## src/rtl/fetch_buffer_pkg.sv

```systemverilog
// Shared types for the instruction prefetch buffer: ITIM bus structs,
// FIFO entry layout and the fence sequencing states.
package fetch_buffer_wires;

  localparam int fbuf_depth_def = 4;
  localparam int fbuf_cnt_w     = $clog2(fbuf_depth_def) + 1;

  typedef struct packed {
    logic [31:0] pc;
    logic [31:0] instr;
  } fbuf_entry_type;

  typedef enum logic [1:0] {
    RUN    = 2'd0,
    FDRAIN = 2'd1,
    FWAIT  = 2'd2
  } fbuf_state_type;

  typedef struct packed {
    logic        mem_valid;
    logic        mem_fence;
    logic        mem_instr;
    logic [31:0] mem_addr;
    logic [31:0] mem_wdata;
    logic [3:0]  mem_wstrb;
  } mem_in_type;

  typedef struct packed {
    logic        mem_ready;
    logic [31:0] mem_rdata;
  } mem_out_type;

endpackage

```

## src/rtl/fetch_buffer_if.sv

```systemverilog
// Bundle between the prefetch buffer, the pipeline front end and the ITIM.
// master = fetch_buffer side, slave = surrounding pipeline/ITIM side.
interface fetch_buffer_if;
  import fetch_buffer_wires::*;

  logic        redirect_valid;
  logic        redirect_fence;
  logic [31:0] redirect_pc;
  logic        instr_valid;
  logic [31:0] instr_pc;
  logic [31:0] instr_data;
  logic        instr_ready;
  mem_in_type  itim_in;
  mem_out_type itim_out;

  modport master (
    input  redirect_valid, redirect_fence, redirect_pc, instr_ready, itim_out,
    output instr_valid, instr_pc, instr_data, itim_in
  );

  modport slave (
    output redirect_valid, redirect_fence, redirect_pc, instr_ready, itim_out,
    input  instr_valid, instr_pc, instr_data, itim_in
  );

endinterface

```

## src/rtl/fetch_buffer_fifo.sv

```systemverilog
// Small FIFO of {pc, instr} pairs with a registered head; flush wins over
// any same-cycle push or pop.
module fetch_fifo
  import fetch_buffer_wires::*;
#(
  parameter int fbuf_depth = fbuf_depth_def,
  parameter int cnt_w      = fbuf_cnt_w
) (
  input  logic                 clk,
  input  logic                 rst,
  input  logic                 flush,
  input  logic                 push,
  input  fbuf_entry_type       push_data,
  input  logic                 pop,
  output logic [cnt_w-1:0]     count,
  output logic                 head_valid,
  output fbuf_entry_type       head
);
  localparam int ptr_w = $clog2(fbuf_depth);

  fbuf_entry_type   mem_q [fbuf_depth];
  fbuf_entry_type   mem_d [fbuf_depth];
  logic [ptr_w-1:0] rd_q, rd_d, wr_q, wr_d;
  logic [cnt_w-1:0] count_q, count_d;
  logic             head_valid_q, head_valid_d;
  fbuf_entry_type   head_q, head_d;
  logic             push_eff, pop_eff;

  assign push_eff = push & ~flush;
  assign pop_eff  = pop & (count_q != '0) & ~flush;

  always_comb begin
    mem_d        = mem_q;
    rd_d         = rd_q;
    wr_d         = wr_q;
    count_d      = count_q;
    head_valid_d = head_valid_q;
    head_d       = head_q;
    if (flush) begin
      rd_d         = '0;
      wr_d         = '0;
      count_d      = '0;
      head_valid_d = 1'b0;
    end else begin
      if (push_eff) begin
        mem_d[wr_q] = push_data;
        wr_d        = wr_q + ptr_w'(1);
      end
      if (pop_eff) rd_d = rd_q + ptr_w'(1);
      count_d      = count_q + cnt_w'(push_eff) - cnt_w'(pop_eff);
      head_valid_d = (count_d != '0);
      // The pushed entry becomes head only when nothing older survives this cycle.
      if (push_eff && (count_q == cnt_w'(pop_eff))) head_d = push_data;
      else if (count_d != '0)                       head_d = mem_q[rd_d];
    end
  end

  always_ff @(posedge clk or posedge rst) begin
    if (rst) begin
      rd_q         <= '0;
      wr_q         <= '0;
      count_q      <= '0;
      head_valid_q <= 1'b0;
      head_q       <= '0;
    end else begin
      rd_q         <= rd_d;
      wr_q         <= wr_d;
      count_q      <= count_d;
      head_valid_q <= head_valid_d;
      head_q       <= head_d;
    end
  end

  always_ff @(posedge clk) begin
    mem_q <= mem_d;
  end

  assign count      = count_q;
  assign head_valid = head_valid_q;
  assign head       = head_q;

endmodule

```

## src/rtl/fetch_buffer.sv

```systemverilog
// Sequential instruction prefetch in front of the ITIM: one request in
// flight, replies queued for decode, redirects with optional fence.i drain.
module fetch_buffer
  import fetch_buffer_wires::*;
#(
  parameter int          fbuf_depth = fbuf_depth_def,
  parameter logic [31:0] reset_pc   = 32'h0
) (
  input logic            clk,
  input logic            rst,
  fetch_buffer_if.master bus
);
  localparam int             cnt_w   = $clog2(fbuf_depth) + 1;
  localparam logic [cnt_w:0] depth_c = (cnt_w + 1)'(fbuf_depth);

  fbuf_state_type state_q, state_d;
  logic [31:0]    pc_q, pc_d, req_pc_q, req_pc_d, mem_addr_q, mem_addr_d;
  logic           outstanding_q, outstanding_d, discard_q, discard_d;
  logic           mem_valid_q, mem_valid_d, mem_fence_q, mem_fence_d;
  logic           redir, ready, reply, push, issue;
  logic [cnt_w-1:0] count;
  logic [cnt_w:0]   occ;
  fbuf_entry_type push_data, head;
  logic           head_valid;

  assign redir     = bus.redirect_valid;
  assign ready     = bus.itim_out.mem_ready;
  assign reply     = outstanding_q & ready;
  assign push      = reply & ~discard_q & ~redir;
  assign push_data = '{pc: req_pc_q, instr: bus.itim_out.mem_rdata};
  // Occupancy includes the reply landing this cycle so a full FIFO never gets another request.
  assign occ       = {1'b0, count} + {{cnt_w{1'b0}}, push};
  assign issue     = (state_q == RUN) & ~redir & ~mem_valid_q
                   & (~outstanding_q | ready) & (occ < depth_c);

  always_comb begin
    state_d       = state_q;
    pc_d          = pc_q;
    req_pc_d      = req_pc_q;
    mem_addr_d    = mem_addr_q;
    outstanding_d = outstanding_q;
    discard_d     = discard_q;
    mem_valid_d   = 1'b0;
    mem_fence_d   = 1'b0;

    case (state_q)
      FDRAIN: begin
        if (!outstanding_q) begin
          mem_valid_d = 1'b1;
          mem_fence_d = 1'b1;
          state_d     = FWAIT;
        end
      end
      FWAIT: begin
        if (ready) state_d = RUN;
      end
      default: ;
    endcase

    if (issue) begin
      mem_valid_d   = 1'b1;
      mem_addr_d    = pc_q;
      req_pc_d      = pc_q;
      pc_d          = pc_q + 32'd4;
      outstanding_d = 1'b1;
    end else if (reply) begin
      outstanding_d = 1'b0;
    end

    if (reply && discard_q) discard_d = 1'b0;

    if (redir) begin
      pc_d = bus.redirect_pc & ~32'd3;
      if (outstanding_q && !ready) discard_d = 1'b1;
      // An in-progress fence sequence is never restarted by a later redirect.
      if (state_q == RUN) state_d = bus.redirect_fence ? FDRAIN : RUN;
    end
  end

  always_ff @(posedge clk or posedge rst) begin
    if (rst) begin
      state_q       <= RUN;
      pc_q          <= reset_pc;
      req_pc_q      <= '0;
      mem_addr_q    <= '0;
      outstanding_q <= 1'b0;
      discard_q     <= 1'b0;
      mem_valid_q   <= 1'b0;
      mem_fence_q   <= 1'b0;
    end else begin
      state_q       <= state_d;
      pc_q          <= pc_d;
      req_pc_q      <= req_pc_d;
      mem_addr_q    <= mem_addr_d;
      outstanding_q <= outstanding_d;
      discard_q     <= discard_d;
      mem_valid_q   <= mem_valid_d;
      mem_fence_q   <= mem_fence_d;
    end
  end

  fetch_fifo #(
    .fbuf_depth (fbuf_depth),
    .cnt_w      (cnt_w)
  ) u_fifo (
    .clk        (clk),
    .rst        (rst),
    .flush      (redir),
    .push       (push),
    .push_data  (push_data),
    .pop        (bus.instr_ready),
    .count      (count),
    .head_valid (head_valid),
    .head       (head)
  );

  assign bus.instr_valid = head_valid;
  assign bus.instr_pc    = head.pc;
  assign bus.instr_data  = head.instr;
  assign bus.itim_in     = '{mem_valid: mem_valid_q, mem_fence: mem_fence_q, mem_instr: 1'b1,
                             mem_addr: mem_addr_q, mem_wdata: 32'h0, mem_wstrb: 4'h0};

endmodule

```

## src/flat_wrapper.sv

```systemverilog
// flat-port wrapper written by rule: the top's interface ports become plain ports
module fetch_buffer_flat import fetch_buffer_wires::*;
#(
  parameter int          fbuf_depth = fbuf_depth_def,
  parameter logic [31:0] reset_pc   = 32'h0
)
  (clk, rst, bus_redirect_valid, bus_redirect_fence, bus_redirect_pc, bus_instr_ready, bus_itim_out, bus_instr_valid, bus_instr_pc, bus_instr_data, bus_itim_in);
  fetch_buffer_if bus_i ();
  input logic clk;
  input logic rst;
  input wire logic [$bits(bus_i.redirect_valid)-1:0] bus_redirect_valid;
  input wire logic [$bits(bus_i.redirect_fence)-1:0] bus_redirect_fence;
  input wire logic [$bits(bus_i.redirect_pc)-1:0] bus_redirect_pc;
  input wire logic [$bits(bus_i.instr_ready)-1:0] bus_instr_ready;
  input wire logic [$bits(bus_i.itim_out)-1:0] bus_itim_out;
  output wire logic [$bits(bus_i.instr_valid)-1:0] bus_instr_valid;
  output wire logic [$bits(bus_i.instr_pc)-1:0] bus_instr_pc;
  output wire logic [$bits(bus_i.instr_data)-1:0] bus_instr_data;
  output wire logic [$bits(bus_i.itim_in)-1:0] bus_itim_in;
  assign bus_i.redirect_valid = bus_redirect_valid;
  assign bus_i.redirect_fence = bus_redirect_fence;
  assign bus_i.redirect_pc = bus_redirect_pc;
  assign bus_i.instr_ready = bus_instr_ready;
  assign bus_i.itim_out = bus_itim_out;
  assign bus_instr_valid = bus_i.instr_valid;
  assign bus_instr_pc = bus_i.instr_pc;
  assign bus_instr_data = bus_i.instr_data;
  assign bus_itim_in = bus_i.itim_in;
  fetch_buffer #(.fbuf_depth(fbuf_depth), .reset_pc(reset_pc)) u_core (.clk(clk), .rst(rst), .bus(bus_i));
endmodule
```

## config.mk

```make
export PLATFORM = sky130hd
export DESIGN_NAME = fetch_buffer_flat
export DESIGN_NICKNAME = d
export VERILOG_FILES = /design/src/rtl/fetch_buffer_pkg.sv /design/src/rtl/fetch_buffer_if.sv /design/src/rtl/fetch_buffer_fifo.sv /design/src/rtl/fetch_buffer.sv /design/src/flat_wrapper.sv
export SDC_FILE = /design/constraint.sdc
export NUM_CORES = 1
export LEC_CHECK = 0
export CORE_ASPECT_RATIO = 1.75
export CORE_UTILIZATION = 59
export CTS_BUF_LIST = sky130_fd_sc_hd__clkbuf_2 sky130_fd_sc_hd__clkbuf_4 sky130_fd_sc_hd__clkbuf_8
export DETAILED_ROUTE_END_ITERATION = 10
export PLACE_DENSITY = 0.88
export SLEW_MARGIN = 0
export SYNTH_ARGS = -nofsm -noshare
export SYNTH_HDL_FRONTEND = slang
export SYNTH_HIERARCHICAL = 1
export SYNTH_SLANG_ARGS = --single-unit
```

## constraint.sdc

```tcl
create_clock -name clk -period 3.4 [get_ports clk]
set_input_delay 0.68 -clock clk [delete_from_list [all_inputs] [get_ports clk]]
set_output_delay 0.68 -clock clk [all_outputs]
set_load 0.01 [all_outputs]
```

# Yosys cells after proc, flatten, opt, wreduce, memory -nomap -nowiden

Index checks and enable logic that the tools add are counted.

Bitwise logic cells: 17
Divide/modulo/power cells: 0
Magnitude comparators: 4
Multipliers: 0
Reduce and logical (&&, ||, !) cells: 14
Muxes and demuxes: 31
Add/subtract/negate cells: 6
Shift operators: 0
Eq/ne operators: 3

Operators by type and width:

| operator                | number |
|---|---|
| $mux W64                | 5 |
| $bwmux W256             | 1 |
| $bmux W64 S2            | 1 |
| $demux W64 S2           | 1 |
| $mux W32                | 2 |
| $add A32 B3 Y32 const B | 1 |
| $mux W2                 | 9 |
| $and A1 B1 Y1           | 10 |
| $mux W1                 | 10 |
| $reduce_bool A2 Y1      | 4 |
| $ge A3 B3 Y1 const B    | 2 |
| $not A2 Y3              | 2 |
| $reduce_bool A3 Y1      | 2 |
| $add A2 B1 Y2 const B   | 2 |
| $add A3 B1 Y4           | 1 |
| $logic_and A1 B1 Y1     | 4 |
| $lt A4 B3 Y1 const B    | 1 |
| $not A1 Y1              | 4 |
| $pmux W2 S2             | 1 |
| $reduce_and A2 Y1       | 2 |
| $add A3 B1 Y3           | 1 |
| $eq A3 B1 Y1            | 1 |
| $lt A3 B1 Y1 const B    | 1 |
| $mux W3                 | 1 |
| 6 further kinds         | 6 |

Register bits: 398
RAM bits: 0
Bits in latches: 0
Input port bits: 70
Output and inout port bits: 136
Memories kept: 0
Memory bits (read-only): 0
Word-level logic and storage cells: 96

# Logic depth before layout (Yosys ltp)

Word-level depth: 11
Gate-level depth with buffers: 15
Mapped depth without buffers: 13

# Hierarchy

The synthesis kept the hierarchy.

By module, submodules not included:

| module       | area each (sq um) | sequential area each (sq um) | cells each | instances |
|---|---|---|---|---|
| fetch_fifo   | 14824.2           | 9489.1                       | 1106       | 1 |
| fetch_buffer | 3570.9            | 1651.6                       | 412        | 1 |

# Least setup slack after synthesis

OpenSTA, ideal clock, no wires.

Path kind: input port to flip-flop
Start point: input bus_redirect_valid
End point: register u_core/u_fifo/mem_q[0] (netlist bit), enable pin
Required time: 2.971 ns
Path slack: 0.035 ns
Stages on the path: 4
Library setup time: 0.429 ns
Data arrival time: 2.937 ns
Buffers on the path: 1
Cell sequence: buf_6 and4bb_2 nor2b_2 and2_1

Word-level cells in the longest chain between the ends: 4

RTL lines:

| element                     | line                    | text |
|---|---|---|
| start, declared             | flat_wrapper.sv:11      | `input wire logic [$bits(bus_i.redirect_valid)-1:0] bus_redirect_valid;` |
| $not A1 Y1 (no line)        | --                      |  |
| $and A1 B1 Y1               | fetch_buffer.sv:29      | `assign push = reply & ~discard_q & ~redir;` |
| net u_core.push             | fetch_buffer.sv:20      | `logic redir, ready, reply, push, issue;` |
| $and A1 B1 Y1               | fetch_buffer_fifo.sv:29 | `assign push_eff = push & ~flush;` |
| $reduce_and A2 Y1 (no line) | --                      |  |
| end signal, assigned        | fetch_buffer_fifo.sv:75 | `mem_q <= mem_d;` |
| end, declared               | fetch_buffer_fifo.sv:21 | `fbuf_entry_type mem_q [fbuf_depth];` |

The timed path passes the listed nets, and every way through them passes these cells.
A chain may end at the register's enable or synchronous reset.

# Worst setup path after layout

Start point: input bus_itim_out[32]
End point: register u_core.u_fifo.head_q, in the netlist u_core/u_fifo/head[29]

Word-level cells in the longest chain between the ends: 9
Elaborated cells between the ends (all ways): 11
Classes of those cells: add/sub (2); mux (1); bitwise (4); reduce/logical (4)

RTL lines:

| element                         | line                    | text |
|---|---|---|
| start, declared                 | flat_wrapper.sv:15      | `input wire logic [$bits(bus_i.itim_out)-1:0] bus_itim_out;` |
| $and A1 B1 Y1 (*)               | fetch_buffer.sv:28      | `assign reply = outstanding_q & ready;` |
| $and A1 B1 Y1 (*) (2 in series) | fetch_buffer.sv:29      |  |
| net u_core.push                 | fetch_buffer.sv:20      |  |
| $and A1 B1 Y1 (*)               | fetch_buffer_fifo.sv:29 |  |
| $add A3 B1 Y3                   | fetch_buffer_fifo.sv:50 | `count_d = count_q + cnt_w'(push_eff) - cnt_w'(pop_eff);` |
| $sub A3 B1 Y3                   | fetch_buffer_fifo.sv:50 |  |
| $reduce_bool A3 Y1              | fetch_buffer_fifo.sv:54 | `else if (count_d != '0) head_d = mem_q[rd_d];` |
| $reduce_bool A2 Y1 (no line)    | --                      |  |
| $reduce_and A2 Y1 (no line)     | --                      |  |
| end signal, assigned            | fetch_buffer_fifo.sv:64 | `head_q <= '0;` |
| end signal, assigned            | fetch_buffer_fifo.sv:70 | `head_q <= head_d;` |
| end, declared                   | fetch_buffer_fifo.sv:26 | `fbuf_entry_type head_q, head_d;` |

Mark *: on every way through the listed nets, which the timed path passes. The rest lies on a longest branch.

==> impl_metrics.csv <==
group,metric,value,unit
setup_path,required,3.86,ns
clock_network,root_buffer,"clkbuf_8",
placed_design,gp_congestion,0.943,
timing,final_hold_viol_count,0,
timing,slew_violations,0,
clock_network,clk_pin_slew,0.06,ns
timing,setup-violations-final,0,
global_route,grt_max_degree,86,
synth,synth_cell_types,64,
setup_path,worstPathCellList,"clkdlybuf4s50_1 -> and4bb_2 -> nor2b_2 -> a21o_1 -> ha_1 -> inv_1 -> fa_1 -> xor3_1 -> o21bai_4 -> inv_2 -> nand2_2 -> buf_12 -> o21ai_0",
route,drtIter0Drc,1018,
clock_network,cts_tree,"done",
setup_path,crit_family,"buffers and inverters",
timing,min_period_over_period,0.899,
setup_path,crit_arrival,3.51,ns
clock_network,clock_sinks,394,
synth,yosysSeqAreaShare,0.606,
power_and_ir_drop,power,15.2,mW
placed_design,dp.cells,2031,
synth,syn_inst,1518,
synth,netlist_area,18400,um^2
global_route,grt_remaining_overflow,0,
timing,relSlewSlack,0.283,
die,die_h,236,um
cells_and_area,final_nets,1776,
route,routed_wl,44500,um
clock_network,cts_max_path_buffers,3,
flow_run,cap_violations,0,
power_and_ir_drop,max-vdd-ir-drop,0.464,mV
setup_path,crit_buf_inv,4,
cells_and_area,final_cell_area,21700,um^2
clock_network,clk_latency,0.60,ns
clock_network,postCtsSetupRepairBufs,0,
route,drcViolationCount,0,
die,initial_core_util,0.598,
synth,synth_enable_flop_cells,256,
outcome,status,"complete, no violations",
synth,postSynthAreaPerCell,12.1,um^2
route,vias,13233,
cells_and_area,syn2layout_area_growth,18.2,%
placed_design,dpl.hpwl,27200,um
route,via_per_inst,6.21,
timing,holdWs,0.504,ns
global_route,grt_pass1_wl,69700,um
placed_design,port_buffers,164,
timing,max_freq,327,MHz
timing,tightest_slew,1.07,ns
clock_network,cts_made_buffers,54,
global_route,grt_pass1_vias,13510,
route,post_drt_wl_per_cell,20.9,um
setup_path,endpoint_kind,"register",
setup_path,cp_max_fo,52,
clock_network,htreeDepth,2,
placed_design,place_worst_setup_slack,-0.246,ns
global_route,antenna_found_initial,1,
die,fp.dieW,135,um
power_and_ir_drop,p_leak,8.28,nW
timing,rsz0062_at_grt,"false",
power_and_ir_drop,power_density,699,nW/um^2
global_route,grtUsageTotal,0.283,
cells_and_area,finalCoreUtilization,0.707,
synth,ys_warn_count,6,
clock_network,holdBufCountCts,0,
timing,setup_ws,0.344,ns
route,postRouteAntennaNets,0,
timing,final.setup.tns,0,ns
synth,synth_ff_type,"edfxtp_1",
setup_path,cp_slowest_cell,"clkdlybuf4s50_1",
clock_network,post_cts_resized,0,
cells_and_area,fillCellCount,2034,
cells_and_area,drive_gt1_frac,0.103,
cells_and_area,stdcell_count,2132,
setup_path,critPathKind,"in -> reg",
timing,period_needed,3.06,ns
synth,synth_async_sr_flop_share,0.350,
synth,yosys_register_bits,394,
die,ios,206,
timing,skew,0.0151,ns
setup_path,slowest_delay,0.49,ns
die,row_count,85,
route,drt-pass1-iter-count,7,
placed_design,dpl_cell_area,20600,um^2
worst_hold_path,worstHoldPathType,"in -> reg",
die,dieArea,31900,um^2
setup_path,cp-start-kind,"input port",
die,core,30700,um^2
## worst paths after layout
kind | start | to | slack, ns | depth (start not counted)
max | bus_itim_out[32] | u_core/u_fifo/head[29] | 0.34 | 13
min | bus_redirect_valid | u_core/u_fifo/count[2] | 0.50 | 3
max reg2reg | u_core/u_fifo/count[0] | u_core/u_fifo/head[27] | 0.39 | 13
min reg2reg | u_core/discard_q | u_core/discard_q | 0.53 | 2
max in group asynchronous | rst | u_core/u_fifo/head[31] | 2.17 | 3
min in group asynchronous | rst | u_core/u_fifo/head[49] | 0.51 | 2
## report_power, final
group / switching [mW] / internal, mW / total [mW]
combinational: 2.34 / 2.15 / 4.49
sequential: 0.818 / 6.00 / 6.82
clock: 1.73 / 2.16 / 3.89
## logic make-up after synthesis
logic type / synth area share
AOI/OAI and AO/OA: 0.0978
xor gates and xnor gates: 0.00653
adders and majority gates: 0.00721
buffers and inverters: 0.0468
DFF: 0.606
muxes: 0.137
other: 0.000408
and+or+nand+nor: 0.0990
## cells in the final DEF (no fill, tap or decap), types with 6 or more instances in the layout
cell,count
dfrtp_1,136
inv_1,12
nor2b_1,6
buf_12,15
clkbuf_8,66
xnor2_1,8
buf_4,39
o211ai_1,7
conb_1,49
a21oi_1,70
edfxtp_1,256
nand2_1,131
nand3_1,27
o21ai_0,132
clkdlybuf4s50_1,163
o21ai_1,17
clkbuf_4,16
o22ai_1,62
nand4_1,12
clkinv_2,10
and3_1,68
nor2_1,83
ha_1,9
mux2i_1,251
## layer usage
metal	track usage	routed length [um]
met5	0	0
met4	0.163	2130
met3	0.0394	3060
met2	0.510	23800
met1	0.312	15600
## registers in the layout, summed over array words and instances (netlist names)
| register | flops |
|---|---|
| u_core/u_fifo/mem_q | 256 |
| u_core/u_fifo/head | 64 |
| u_core/mem_addr_q | 30 |
| u_core/pc_q | 30 |
| u_core/u_fifo/count | 3 |
| u_core/state_q | 2 |
| u_core/u_fifo/rd_q | 2 |
| u_core/u_fifo/wr_q | 2 |
| u_core/discard_q | 1 |
| u_core/mem_fence_q | 1 |
| u_core/mem_valid_q | 1 |
| u_core/outstanding_q | 1 |
| u_core/u_fifo/head_valid | 1 |
## tightest hold or removal path: cells and delay by family
kind | cells | cell delay (ns)
simple gates | 1 | 0.05
buf+inv | 2 | 0.33
## final cells by class
| type | instances | area (um^2) | share of cell area |
|---|---|---|---|
| Multi-Input combinational cell | 1013 | 6630 | 0.305 |
| Clock buffer | 82 | 1030 | 0.0473 |
| Tap cell | 391 | 489 | 0.0225 |
| Inverter | 15 | 57.6 | 0.00265 |
| Sequential cell | 394 | 11100 | 0.513 |
| Timing Repair Buffer | 218 | 2230 | 0.103 |
| Clock inverter | 18 | 161 | 0.00742 |
| Antenna cell | 1 | 2.50 | 0.000115 |
## Yosys cell counts, drive strengths merged (8+ instances only)
master,instances,area [um^2]
buf,86,583
nand3,28,140
mux2i,251,2510
clkbuf,57,221
inv,15,56.3
nor2,84,315
nand2,134,510
dfrtp,138,3450
ha,9,113
o22ai,62,388
and3,69,432
a21oi,70,350
o21ai,149,746
xnor2,8,70.1
edfxtp,256,7690
nand4,13,96.3
(Power assumes the default switching activity.)
